### src/rtl/lsu_mem_ctrl.sv
// lsu_mem_ctrl: RV32I load/store unit driving a req/gnt/rvalid data port.
// Ports: sequencer start/busy/done/err, decode in, rdata_o, mem_* port.
module lsu_mem_ctrl #(
  parameter int TIMEOUT_CYCLES = 64,
  parameter int CNT_W          = 8
) (
  input  logic        clk_i,
  input  logic        rst_i,
  input  logic        start_i,
  input  logic        data_read_i,
  input  logic        write_en_DMEM_i,
  input  logic [2:0]  load_type_i,
  input  logic [1:0]  store_type_i,
  input  logic [31:0] addr_i,
  input  logic [31:0] wdata_i,
  output logic        busy_o,
  output logic        done_o,
  output logic        err_o,
  output logic [31:0] rdata_o,
  output logic        mem_req_o,
  output logic        mem_we_o,
  output logic [31:0] mem_addr_o,
  output logic [3:0]  mem_be_o,
  output logic [31:0] mem_wdata_o,
  input  logic        mem_gnt_i,
  input  logic        mem_rvalid_i,
  input  logic [31:0] mem_rdata_i
);

  typedef enum logic [1:0] {
    S_IDLE,
    S_REQ,
    S_WAIT_R,
    S_DONE
  } state_t;

  localparam logic [CNT_W-1:0] TO_VAL = CNT_W'(TIMEOUT_CYCLES);
  localparam bit TO_EN = (TIMEOUT_CYCLES != 0);

  state_t r_state;
  state_t w_state_nxt;

  logic [31:0]      r_addr;
  logic [31:0]      r_wdata;
  logic [2:0]       r_ltype;
  logic [1:0]       r_stype;
  logic             r_is_load;
  logic             r_err;
  logic [31:0]      r_rdata;
  logic [CNT_W-1:0] r_cnt;

  logic [CNT_W-1:0] w_cnt_nxt;
  logic [CNT_W-1:0] w_cnt_inc;
  logic             w_tmo_hit;
  logic             w_cap;
  logic             w_tmo;
  logic             w_upd;

  // Legality of the access presented with start_i
  logic w_ld_b, w_ld_h, w_ld_w;
  logic w_ty_ok, w_mis, w_illegal;

  assign w_ld_b = (load_type_i == 3'd1) | (load_type_i == 3'd4);
  assign w_ld_h = (load_type_i == 3'd2) | (load_type_i == 3'd5);
  assign w_ld_w = (load_type_i == 3'd3);

  always_comb begin
    w_ty_ok = 1'b0;
    w_mis   = 1'b0;
    if (data_read_i) begin
      w_ty_ok = w_ld_b | w_ld_h | w_ld_w;
      w_mis   = (w_ld_h & addr_i[0]) | (w_ld_w & (|addr_i[1:0]));
    end else begin
      w_ty_ok = (store_type_i != 2'd0);
      w_mis   = ((store_type_i == 2'd2) & addr_i[0])
              | ((store_type_i == 2'd3) & (|addr_i[1:0]));
    end
  end

  // Exactly one direction must be selected
  assign w_illegal = ~(data_read_i ^ write_en_DMEM_i) | ~w_ty_ok | w_mis;

  // Lane pattern from the captured access
  logic [1:0]  w_off;
  logic        w_sz_b, w_sz_h;
  logic [3:0]  w_be;
  logic [31:0] w_wdata;

  assign w_off  = r_addr[1:0];
  assign w_sz_b = r_is_load
                ? ((r_ltype == 3'd1) | (r_ltype == 3'd4))
                : (r_stype == 2'd1);
  assign w_sz_h = r_is_load
                ? ((r_ltype == 3'd2) | (r_ltype == 3'd5))
                : (r_stype == 2'd2);

  always_comb begin
    w_be    = 4'b1111;
    w_wdata = r_wdata;
    if (w_sz_b) begin
      w_be    = 4'b0001 << w_off;
      w_wdata = {4{r_wdata[7:0]}};
    end else if (w_sz_h) begin
      w_be    = w_off[1] ? 4'b1100 : 4'b0011;
      w_wdata = {2{r_wdata[15:0]}};
    end
  end

  // Load data extraction
  logic [31:0] w_shift;
  logic [7:0]  w_byte;
  logic [15:0] w_half;
  logic [31:0] w_ext;

  assign w_shift = mem_rdata_i >> {w_off, 3'b000};
  assign w_byte  = w_shift[7:0];
  assign w_half  = w_off[1] ? mem_rdata_i[31:16] : mem_rdata_i[15:0];

  always_comb begin
    w_ext = mem_rdata_i;
    unique case (r_ltype)
      3'd1:    w_ext = {{24{w_byte[7]}}, w_byte};
      3'd2:    w_ext = {{16{w_half[15]}}, w_half};
      3'd4:    w_ext = {24'd0, w_byte};
      3'd5:    w_ext = {16'd0, w_half};
      default: w_ext = mem_rdata_i;
    endcase
  end

  // Timeout fires on the cycle the wait count would reach the limit
  assign w_cnt_inc = r_cnt + 1'b1;
  assign w_tmo_hit = TO_EN && (w_cnt_inc == TO_VAL);

  always_ff @(posedge clk_i or posedge rst_i) begin
    if (rst_i) r_state <= S_IDLE;
    else       r_state <= w_state_nxt;
  end

  always_comb begin
    w_state_nxt = r_state;
    w_cnt_nxt   = r_cnt;
    w_cap       = 1'b0;
    w_tmo       = 1'b0;
    w_upd       = 1'b0;
    unique case (r_state)
      S_IDLE: begin
        if (start_i) begin
          w_cap       = 1'b1;
          w_cnt_nxt   = '0;
          w_state_nxt = w_illegal ? S_DONE : S_REQ;
        end
      end
      S_REQ: begin
        if (mem_gnt_i) begin
          w_cnt_nxt   = '0;
          w_state_nxt = r_is_load ? S_WAIT_R : S_DONE;
        end else if (w_tmo_hit) begin
          w_tmo       = 1'b1;
          w_state_nxt = S_DONE;
        end else begin
          w_cnt_nxt = w_cnt_inc;
        end
      end
      S_WAIT_R: begin
        if (mem_rvalid_i) begin
          w_upd       = 1'b1;
          w_state_nxt = S_DONE;
        end else if (w_tmo_hit) begin
          w_tmo       = 1'b1;
          w_state_nxt = S_DONE;
        end else begin
          w_cnt_nxt = w_cnt_inc;
        end
      end
      S_DONE: begin
        w_cnt_nxt   = '0;
        w_state_nxt = S_IDLE;
      end
      default: w_state_nxt = S_IDLE;
    endcase
  end

  always_ff @(posedge clk_i or posedge rst_i) begin
    if (rst_i) begin
      r_addr    <= '0;
      r_wdata   <= '0;
      r_ltype   <= '0;
      r_stype   <= '0;
      r_is_load <= 1'b0;
      r_err     <= 1'b0;
      r_rdata   <= '0;
      r_cnt     <= '0;
    end else begin
      r_cnt <= w_cnt_nxt;
      if (w_cap) begin
        r_addr    <= addr_i;
        r_wdata   <= wdata_i;
        r_ltype   <= load_type_i;
        r_stype   <= store_type_i;
        r_is_load <= data_read_i;
        r_err     <= w_illegal;
      end
      if (w_tmo) r_err <= 1'b1;
      if (w_upd) r_rdata <= w_ext;
    end
  end

  logic w_in_req;
  logic w_in_done;

  assign w_in_req  = (r_state == S_REQ);
  assign w_in_done = (r_state == S_DONE);

  assign busy_o      = (r_state != S_IDLE);
  assign done_o      = w_in_done;
  assign err_o       = w_in_done & r_err;
  assign rdata_o     = r_rdata;
  assign mem_req_o   = w_in_req;
  assign mem_we_o    = w_in_req & ~r_is_load;
  assign mem_addr_o  = w_in_req ? {r_addr[31:2], 2'b00} : 32'd0;
  assign mem_be_o    = w_in_req ? w_be : 4'd0;
  assign mem_wdata_o = (w_in_req & ~r_is_load) ? w_wdata : 32'd0;

endmodule

### config.mk
export PLATFORM = sky130hd
export DESIGN_NAME = lsu_mem_ctrl
export DESIGN_NICKNAME = d
export VERILOG_FILES = /design/src/rtl/lsu_mem_ctrl.sv
export SDC_FILE = /design/constraint.sdc
export NUM_CORES = 1
export LEC_CHECK = 0
export ABC_AREA = 1
export BUFFER_PORTS_ARGS = -buffer_cell sky130_fd_sc_hd__buf_4
export CAP_MARGIN = 20
export CORE_ASPECT_RATIO = 1.75
export CORE_MARGIN = 2
export CORE_UTILIZATION = 41
export DETAILED_ROUTE_END_ITERATION = 12
export PLACE_DENSITY = 0.75
export SLEW_MARGIN = 20
export SYNTH_ARGS = -nofsm -noshare
export SYNTH_HDL_FRONTEND = slang
export SYNTH_SLANG_ARGS = --single-unit
### constraint.sdc
create_clock -name clk_i -period 5.19 [get_ports clk_i]
set_clock_uncertainty 0.1 [all_clocks]
set_input_delay 1.038 -clock clk_i [delete_from_list [all_inputs] [get_ports clk_i]]
set_output_delay 1.038 -clock clk_i [all_outputs]
set_load 0.01 [all_outputs]
==> flow_metrics.env, run 1 <==
export IMPL_status="finished, final reports clean"
export IMPL_die_area_um2=16300
export IMPL_rows=59
export IMPL_dp_cells=1106
export IMPL_rsz0062_at_grt="no"
export IMPL_ys_seq_area_frac=0.452
export IMPL_cts_buffers=17
export IMPL_gp_congestion=0.873
export IMPL_netlist_top_cells_area="dfrtp_1, nand2_1, mux2_2, inv_1, a21oi_1"
export IMPL_via_per_inst=5.19
export IMPL_p_sw_mw=2.30
export IMPL_critPathLaunchType="register"
export IMPL_cts_buffer_depth=2
export IMPL_maxCapViolations=0
export IMPL_synthCells=745
export IMPL_reg2regPathDepth=11
export IMPL_yosys_warnings=0
export IMPL_cts_hold_buf=0
export IMPL_synth_edf_count=0
export IMPL_die_h_um=167
export IMPL_required_ps=4050
export IMPL_place_hpwl_um=13700
export IMPL_slew_violations=0
export IMPL_multi_input_area_um2=2850
export IMPL_max_vdd_ir_drop_v=0.000366
export IMPL_hp_class="reg2reg"
export IMPL_dr_wl_met3_um=1370
export IMPL_pwr_share_clk=0.218
export IMPL_crit_type="reg2out"
export IMPL_num_vias=5916
export IMPL_end_kind="output pin"
export IMPL_utilization=0.572
export IMPL_p_per_area_nw_per_um2=650
export IMPL_synth_top_area_frac=0.452
export IMPL_fin_cells=1139
export IMPL_tns_ps=0
export IMPL_initial_core_util=0.420
export IMPL_first_iter_violations=232
export IMPL_synth_ff_type="dfrtp_1"
export IMPL_area_delta_synth_final_pct=36.4
export IMPL_grt_ovfl_total=0
export IMPL_yosys_register_bits=113
export IMPL_grt_pass1_vias=6059
export IMPL_slew_headroom=0.326
export IMPL_io_buffers=210
export IMPL_min_path_cells=2
export IMPL_grt_pass1_wl_um=29800
export IMPL_p_leak_nw=4.54
export IMPL_async_flop_share=1.00
export IMPL_syn_area_um2=6260
export IMPL_post_synth_cell_area_avg_um2=8.40
export IMPL_fin_nets=1057
export IMPL_grtUsageTotal=0.227
export IMPL_cts_root_buf="clkbuf_16"
export IMPL_route_detailed_drc=0
export IMPL_worstMarginPinSlew_ps=1010
export IMPL_drt_wirelength_per_cell_um=16.3
export IMPL_grt_max_degree=89
export IMPL_yosys_area_top_type="dfrtp_1"
export IMPL_core_um2=14900
export IMPL_antennaDiodeCount=0
export IMPL_clk_pin_slew_ps=60
export IMPL_drt_met1_wl_um=6610
export IMPL_ctsHtreeMaxLevel=4
export IMPL_setup_slack_ps=1000
export IMPL_cts_resized=0
export IMPL_setup_viol=0
export IMPL_fin_crit_sh=0.807
export IMPL_synth_distinct_cells=39
export IMPL_cts_tree="yes"
export IMPL_clkLatencyLatePin_ps=410
export IMPL_cts_sinks=113
export IMPL_clock_fmax_mhz=239
export IMPL_io_pins=213
export IMPL_dr_max_layer_used="met4"
export IMPL_register_area_um2=2830
export IMPL_crit_fanout=35
export IMPL_drive_gt1_frac=0.356
export IMPL_post_cts_buffers=0
export IMPL_wl_met2_um=9940
export IMPL_p_sw_frac=0.415
export IMPL_worstPathArrival_ps=3050
export IMPL_min_period_ps=4190
export IMPL_wl_um=18500
export IMPL_dr_pass1_iters=6
export IMPL_intPower_mw=3.25
export IMPL_hold_viol_final=0
export IMPL_dp_slack_ps=1510
export IMPL_die_w_um=97.4
export IMPL_antenna_found_initial=0
export IMPL_share_comb_of_total_power=0.500
export IMPL_power_frac_seq=0.282
export IMPL_fillers=1369
export IMPL_ant_nets=0
kinds of logic (layout without fill, tap and decap cells):
family                   after synthesis  count (layout)  share of synthesized area
AO/OA/AOI/OAI                        163             163                      0.162
XOR/XNOR                               1               1                    0.00140
adder cells (fa/ha/maj)                6               6                     0.0120
buffers and inverters                142             352                     0.0950
flip-flops                           113             113                      0.452
multiplexers                          54              54                     0.0972
other                                  1               2                   0.000599
AND/OR/NAND/NOR                      265             265                      0.180
synth_stat cells, types with 2 or more instances:
master,number
nor2_1,36
ha_1,6
o22a_1,16
o21ai_4,2
inv_2,11
buf_4,5
a21oi_1,43
nor3_1,2
nand2_1,180
o21ai_0,37
nor2_2,3
o22ai_1,8
clkbuf_1,15
mux2_2,54
nand2_2,5
o211ai_1,16
buf_2,4
buf_1,6
nor2_4,4
o21ai_2,2
dfrtp_1,113
nand4_1,2
buf_6,5
nand3_1,29
a211oi_2,4
a31oi_1,3
inv_1,95
nand3_2,2
o21ai_1,27
power groups by stage:
stage	logic (mW)	registers, mW	clock network (mW)
4_1_cts	2.79	1.56	1.23
5_1_grt	3.04	1.62	1.27
3_3_place_gp	2.72	1.56	0
6_report	2.77	1.57	1.21
2_1_floorplan	1.78	1.54	0
3_5_place_dp	2.77	1.58	0
stage by stage:
stage | power [mW] | hold slack [ps] | instance area [µm²]
after floorplan | 3.32 | 353 | 6260
after global placement | 4.28 | 369 | 7900
after detailed placement | 4.35 | 374 | 7900
after CTS | 5.58 | 389 | 8510
after global routing | 5.93 | 407 | 8540
final | 5.55 | 381 | 8540
placed cells by master, fill, tap and decap left out, drive strengths merged, types with 2 or more instances in the layout:
master      n
o22a       16
a21oi      44
mux2       54
nand3      31
o22ai       8
a31oi       3
clkinv      6
conb        2
buf       213
nand2     186
nor2       44
clkinvlp    3
ha          6
nand4       2
a211oi      5
nor3        2
o211ai     16
dfrtp     113
bufinv      3
inv       110
o21ai      68
clkbuf     17
worst max-delay path, cell delays in order, from the launching register on:
cell and delay [ps]:
dfrtp_1 420, inv_1 110, ha_1 150, buf_4 350, inv_2 100, nor2_4 200, clkinv_1 680, a31oi_1 440
buf_4 180
per-layer routing:
layer	up-vias	global-route usage
met3	40	0.0593
li1	2828	-
met2	268	0.414
met5	-	0
met1	2780	0.248
met4	0	0.0894
cell type report:
class                      instances  area share
sequential                       113       0.331
clock buffer                      17      0.0498
multi-input combinational        491       0.333
inverter                         107      0.0473
clock inverter                    15      0.0215
timing repair buffer             213       0.190
tap                              183      0.0268
state kept, by name, indices dropped and copies added, names as in the netlist:
register	count
r_stype	2
rdata_o	32
r_state	2
r_is_load	1
r_ltype	3
r_wdata	32
r_err	1
r_addr	32
r_cnt	8
path summary, 6_finish.rpt:
kind	from	slack (ps)	end
max	r_state[1]$_DFFE_PP0P_	1000	mem_wdata_o[30]
min in group asynchronous	rst_i	490	r_addr[12]$_DFFE_PP0P_
min	rdata_o[7]$_DFFE_PP0P_	380	rdata_o[7]$_DFFE_PP0P_
max reg2reg	r_state[0]$_DFFE_PP0P_	2470	r_cnt[4]$_DFFE_PP0P_
max in group asynchronous	rst_i	3710	rdata_o[29]$_DFFE_PP0P_
min reg2reg	rdata_o[7]$_DFFE_PP0P_	380	rdata_o[7]$_DFFE_PP0P_
(Power assumes the default switching activity.)
==> run 2: changes to the inputs <==
Clock period 5.19 ns to 3.9 ns, I/O delays scaled along.
==> run 2 against run 1 <==
Against the previous run:
- clock power grew 22%
- final area shrank 0.48%
- hold slack lost 1.1 ps
- routed wire length shrank 0.42%
- cell count is the same
- global-route usage grew 0.11 points
- first-iteration DRC count grew 39%
- power grew 31%
- setup slack lost 670 ps
- combinational power grew 33%
- register-to-register slack lost 1200 ps
==> flow_metrics.env, run 2 (synthesis gave the netlist of run 1 again) <==
export IMPL_grtUsageTotal=0.228
export IMPL_setup_viol=0
export IMPL_status="finished, final reports clean"
export IMPL_num_vias=5859
export IMPL_min_to="rdata_o[10]$_DFFE_PP0P_"
export IMPL_antenna_found_initial=0
export IMPL_cts_hold_buf=0
export IMPL_cts_root_buf="clkbuf_16"
export IMPL_crit_type="reg2out"
export IMPL_ctsHtreeMaxLevel=4
export IMPL_fillers=1366
export IMPL_io_pins=213
export IMPL_slew_violations=0
export IMPL_p_sw_frac=0.419
export IMPL_die_area_um2=16300
export IMPL_fin_nets=1058
export IMPL_max_vdd_ir_drop_v=0.000477
export IMPL_cts_buffers=17
export IMPL_fin_crit_sh=0.916
export IMPL_initial_core_util=0.420
export IMPL_tns_ps=0
export IMPL_cts_resized=0
export IMPL_drive_gt1_frac=0.355
export IMPL_p_sw_mw=3.03
export IMPL_ant_nets=0
export IMPL_slew_headroom=0.259
export IMPL_hp_start="rdata_o[10]$_DFFE_PP0P_"
export IMPL_maxCapViolations=0
export IMPL_grt_ovfl_total=0
export IMPL_p_per_area_nw_per_um2=852
export IMPL_rows=59
export IMPL_cts_tree="yes"
export IMPL_grt_pass1_wl_um=29600
export IMPL_final_common_cell="buf_4"
export IMPL_first_iter_violations=322
export IMPL_cts_sinks=113
export IMPL_multi_input_area_um2=2850
export IMPL_reg2regPathDepth=7
export IMPL_cts_buffer_depth=2
export IMPL_dp_slack_ps=801
export IMPL_clk_pin_slew_ps=60
export IMPL_via_per_inst=5.14
export IMPL_dr_pass1_iters=5
export IMPL_clock_fmax_mhz=280
export IMPL_hp_class="reg2reg"
export IMPL_clkLatencyLatePin_ps=410
export IMPL_intPower_mw=4.21
export IMPL_rsz0062_at_grt="no"
export IMPL_worstMarginPinSlew_ps=1110
export IMPL_area_delta_synth_final_pct=35.8
export IMPL_register_area_um2=2830
export IMPL_die_w_um=97.4
export IMPL_wl_um=18400
export IMPL_pwr_share_clk=0.204
export IMPL_worstPathArrival_ps=2690
export IMPL_io_buffers=210
export IMPL_required_ps=3020
export IMPL_reg2reg_from="r_addr[1]$_DFFE_PP0P_"
export IMPL_hold_viol_final=0
export IMPL_rr_endpoint="rdata_o[15]$_DFFE_PP0P_"
export IMPL_critPathLaunchType="register"
export IMPL_min_period_ps=3570
export IMPL_place_hpwl_um=13700
export IMPL_core_um2=14900
export IMPL_crit_fanout=27
export IMPL_grt_max_degree=81
export IMPL_setup_slack_ps=327
export IMPL_power_frac_seq=0.287
export IMPL_drt_wirelength_per_cell_um=16.2
export IMPL_p_leak_nw=4.51
export IMPL_grt_pass1_vias=5917
export IMPL_min_path_cells=2
export IMPL_post_cts_buffers=0
export IMPL_reg2reg_slack_ps=1230
export IMPL_route_detailed_drc=0
export IMPL_die_h_um=167
export IMPL_share_comb_of_total_power=0.509
export IMPL_layout_common_cells="buf_4, nand2_1, dfrtp_1, inv_1, mux2_2"
export IMPL_antennaDiodeCount=0
export IMPL_end_kind="output pin"
export IMPL_gp_congestion=0.893
-- run 2: cell count changes in the layout (fill, tap and decap cells not counted), sizes merged --
| cell | delta |
|---|---|
| inv | -1 |
| clkbuf | +1 |
| buf | +1 |
| bufinv | -2 |
| clkinvlp | +1 |
-- run 2: worst max path at each step --
stage                           start                     to  slack (ps)
6_report       r_state[1]$_DFFE_PP0P_        mem_wdata_o[30]         330
5_1_grt        r_state[1]$_DFFE_PP0P_        mem_wdata_o[25]          80
4_1_cts        r_state[1]$_DFFE_PP0P_        mem_wdata_o[30]         340
3_5_place_dp   r_state[1]$_DFFE_PP0P_        mem_wdata_o[30]         800
3_3_place_gp   r_state[1]$_DFFE_PP0P_        mem_wdata_o[22]         920
2_1_floorplan                   rst_i  r_addr[0]$_DFFE_PP0P_          30
-- run 2: per-layer routing --
metal	GRT usage	share of wire	vias to the layer above	routed length, µm
li1	-	-	2829	-
met1	0.242	0.35	2724	6520
met2	0.416	0.54	259	9980
met3	0.0614	0.071	47	1300
met4	0.104	0.035	0	639
met5	0	0	-	0
-- run 2: worst max-delay path: stages, from the launching register on --
cell      delay (ps)
dfrtp_1          430
inv_1            120
ha_1             190
inv_2             60
nor2_4           180
clkinv_1         660
a31oi_1          460
buf_4            180
-- run 2: metrics by stage --
step                      cells   util  total power, mW  hold WS, ps  cell area (µm²)
after global routing       1139  0.570             7.78          409             8500
after floorplan             746      -             4.42          353             6260
final                      1139  0.570             7.24          380             8500
after detailed placement   1108  0.532             5.79          371             7930
after global placement     1108  0.532             5.73          365             7930
after CTS                  1139  0.570             7.30          386             8500
-- run 2: cell type report --
type	count	share of cell area
Tap cell	183	0.0270
Clock buffer	18	0.0517
Sequential cell	113	0.333
Timing Repair Buffer	214	0.191
Multi-Input combinational cell	491	0.335
Inverter	107	0.0476
Clock inverter	13	0.0153
-- run 2: power by group through the flow --
stage          Combinational [mW]  Sequential, mW  Clock (mW)
2_1_floorplan                2.37            2.05           0
3_5_place_dp                 3.70            2.09           0
5_1_grt                      4.06            2.15        1.57
6_report                     3.69            2.07        1.48
4_1_cts                      3.71            2.08        1.51
3_3_place_gp                 3.66            2.07           0
==> run 3: changes to the inputs <==
Settings changed: BUFFER_PORTS_ARGS -buffer_cell sky130_fd_sc_hd__buf_4 to -buffer_cell sky130_fd_sc_hd__buf_2.
==> run 3 against run 2 <==
Against the previous run:
- via count rose by 0.22%
- count of clock-buffer cells in the layout is 1 higher
- critical endpoint unchanged
- global-route usage down 0.40 points
- cell count about the same
- core utilization fell by 3.6 points
- final area down 6.4%
==> flow_metrics.env, run 3 (synthesis gave the netlist of run 1 again) <==
export IMPL_path_cells="inv_1 -> ha_1 -> inv_2 -> nor2_4 -> clkinv_1 -> a31oi_1 -> buf_2"
export IMPL_rsz0062_at_grt="no"
export IMPL_grt_pass1_wl_um=29500
export IMPL_max_vdd_ir_drop_v=0.000507
export IMPL_clk_pin_slew_ps=60
export IMPL_fin_nets=1057
export IMPL_hp_class="reg2reg"
export IMPL_register_area_um2=2830
export IMPL_crit_fanout=27
export IMPL_p_sw_mw=3.01
export IMPL_slew_violations=0
export IMPL_worstMarginPinSlew_ps=1100
export IMPL_rows=59
export IMPL_clock_fmax_mhz=288
export IMPL_cts_buffers=17
export IMPL_dr_pass1_iters=5
export IMPL_status="finished, final reports clean"
export IMPL_power_frac_seq=0.301
export IMPL_drive_gt1_frac=0.355
export IMPL_grt_pass1_vias=5963
export IMPL_initial_core_util=0.420
export IMPL_hold_viol_final=0
export IMPL_cts_root_buf="clkbuf_16"
export IMPL_ant_nets=0
export IMPL_die_w_um=97.4
export IMPL_die_area_um2=16300
export IMPL_ctsHtreeMaxLevel=4
export IMPL_grt_ovfl_total=0
export IMPL_cts_tree="yes"
export IMPL_pwr_share_clk=0.212
export IMPL_end_kind="output pin"
export IMPL_grt_busiest_layer="met2"
export IMPL_io_buffers=210
export IMPL_first_iter_violations=253
export IMPL_met3_usage=0.0518
export IMPL_intPower_mw=3.88
export IMPL_grtUsageMet1=0.244
export IMPL_num_vias=5872
export IMPL_critPathBufInv=4
export IMPL_layout_common_cells="buf_2, nand2_1, dfrtp_1, inv_1, mux2_2"
export IMPL_tns_ps=0
export IMPL_antenna_found_initial=1
export IMPL_cts_buffer_depth=2
export IMPL_via_per_inst=5.15
export IMPL_route_detailed_drc=0
export IMPL_p_per_area_nw_per_um2=866
export IMPL_gp_congestion=0.889
export IMPL_grtUsageMet2=0.408
export IMPL_utilization=0.533
export IMPL_core_um2=14900
export IMPL_fillers=1464
export IMPL_slew_headroom=0.269
export IMPL_area_delta_synth_final_pct=27.1
export IMPL_cts_sinks=113
export IMPL_worstPathArrival_ps=2590
export IMPL_grtUsageTotal=0.224
export IMPL_final_common_cell="buf_2"
export IMPL_critPathLaunchType="register"
export IMPL_clkLatencyLatePin_ps=400
export IMPL_cts_resized=0
export IMPL_fin_crit_sh=0.890
export IMPL_required_ps=3020
export IMPL_die_h_um=167
export IMPL_crit_type="reg2out"
export IMPL_wl_um=18100
export IMPL_critical_path_top_delay_family="buffers and inverters"
export IMPL_drt_wirelength_per_cell_um=15.9
export IMPL_power_total_mw=6.89
export IMPL_post_cts_buffers=0
export IMPL_setup_viol=0
export IMPL_cts_hold_buf=0
export IMPL_crit_slowest_cell="clkinv_1"
export IMPL_place_hpwl_um=13300
export IMPL_min_period_ps=3470
export IMPL_grt_max_degree=89
export IMPL_critPathMaxStageDelay_ps=640
export IMPL_share_comb_of_total_power=0.487
export IMPL_p_sw_frac=0.437
export IMPL_io_pins=213
export IMPL_p_leak_nw=4.38
export IMPL_multi_input_area_um2=2850
export IMPL_maxCapViolations=0
[run 3: cell count changes in the layout (fill, tap and decap cells not counted)]
cell / change
clkbuf_8: +1
diode_2: +1
clkinvlp_4: -1
buf_2: +210
bufinv_16: -1
clkinv_2: +2
clkinv_4: -2
inv_6: +2
buf_4: -211
[run 3: path summary, 6_finish.rpt]
kind,from,depth (start not counted),endpoint,slack (ps)
worst max-delay path,r_state[1]$_DFFE_PP0P_,7,mem_wdata_o[30],430
min in group asynchronous,rst_i,2,r_addr[26]$_DFFE_PP0P_,430
worst min register to register,rdata_o[2]$_DFFE_PP0P_,2,rdata_o[2]$_DFFE_PP0P_,380
max in group asynchronous,rst_i,3,r_addr[0]$_DFFE_PP0P_,2510
worst max register to register,r_addr[1]$_DFFE_PP0P_,7,rdata_o[15]$_DFFE_PP0P_,1280
worst min-delay path,rdata_o[2]$_DFFE_PP0P_,2,rdata_o[2]$_DFFE_PP0P_,380
[run 3: worst reg2reg max path: cells and delay by family, from the launching register on]
kind             cells  cell delay, ps
AND/OR/NAND/NOR      4             570
AO/OA/AOI/OAI        3             780
flip-flops           1            1060
[run 3: metal layers]
layer	up-vias	part of all wire
met5	-	0
met4	0	0.029
met3	27	0.065
met2	246	0.53
met1	2771	0.38
li1	2828	-
[run 3: per-stage QoR]
step                      hold WS, ps  cells  setup slack [ps]  area (µm²)
final                             378   1140               431        7950
after global routing              392   1140               150        7950
after CTS                         380   1139               390        7950
after detailed placement          365   1107               857        7390
after global placement            363   1107               905        7390
after floorplan                   353    746              32.6        6260
[run 3: cell type report]
type / instances / share of cell area
diodes: 1 / 0.000315
clock buffers: 19 / 0.0570
clock inverters: 13 / 0.0129
inverters: 107 / 0.0508
multi-input cells: 491 / 0.358
flip-flops and latches: 113 / 0.356
well taps: 183 / 0.0288
repair buffers: 213 / 0.137
[run 3: power by group through the flow]
stage          Clock (mW)  Sequential (mW)  Combinational, mW
2_1_floorplan           0             2.05               2.37
3_3_place_gp            0             2.06               3.33
3_5_place_dp            0             2.08               3.36
4_1_cts              1.49             2.07               3.38
5_1_grt              1.53             2.14               3.73
6_report             1.46             2.07               3.36
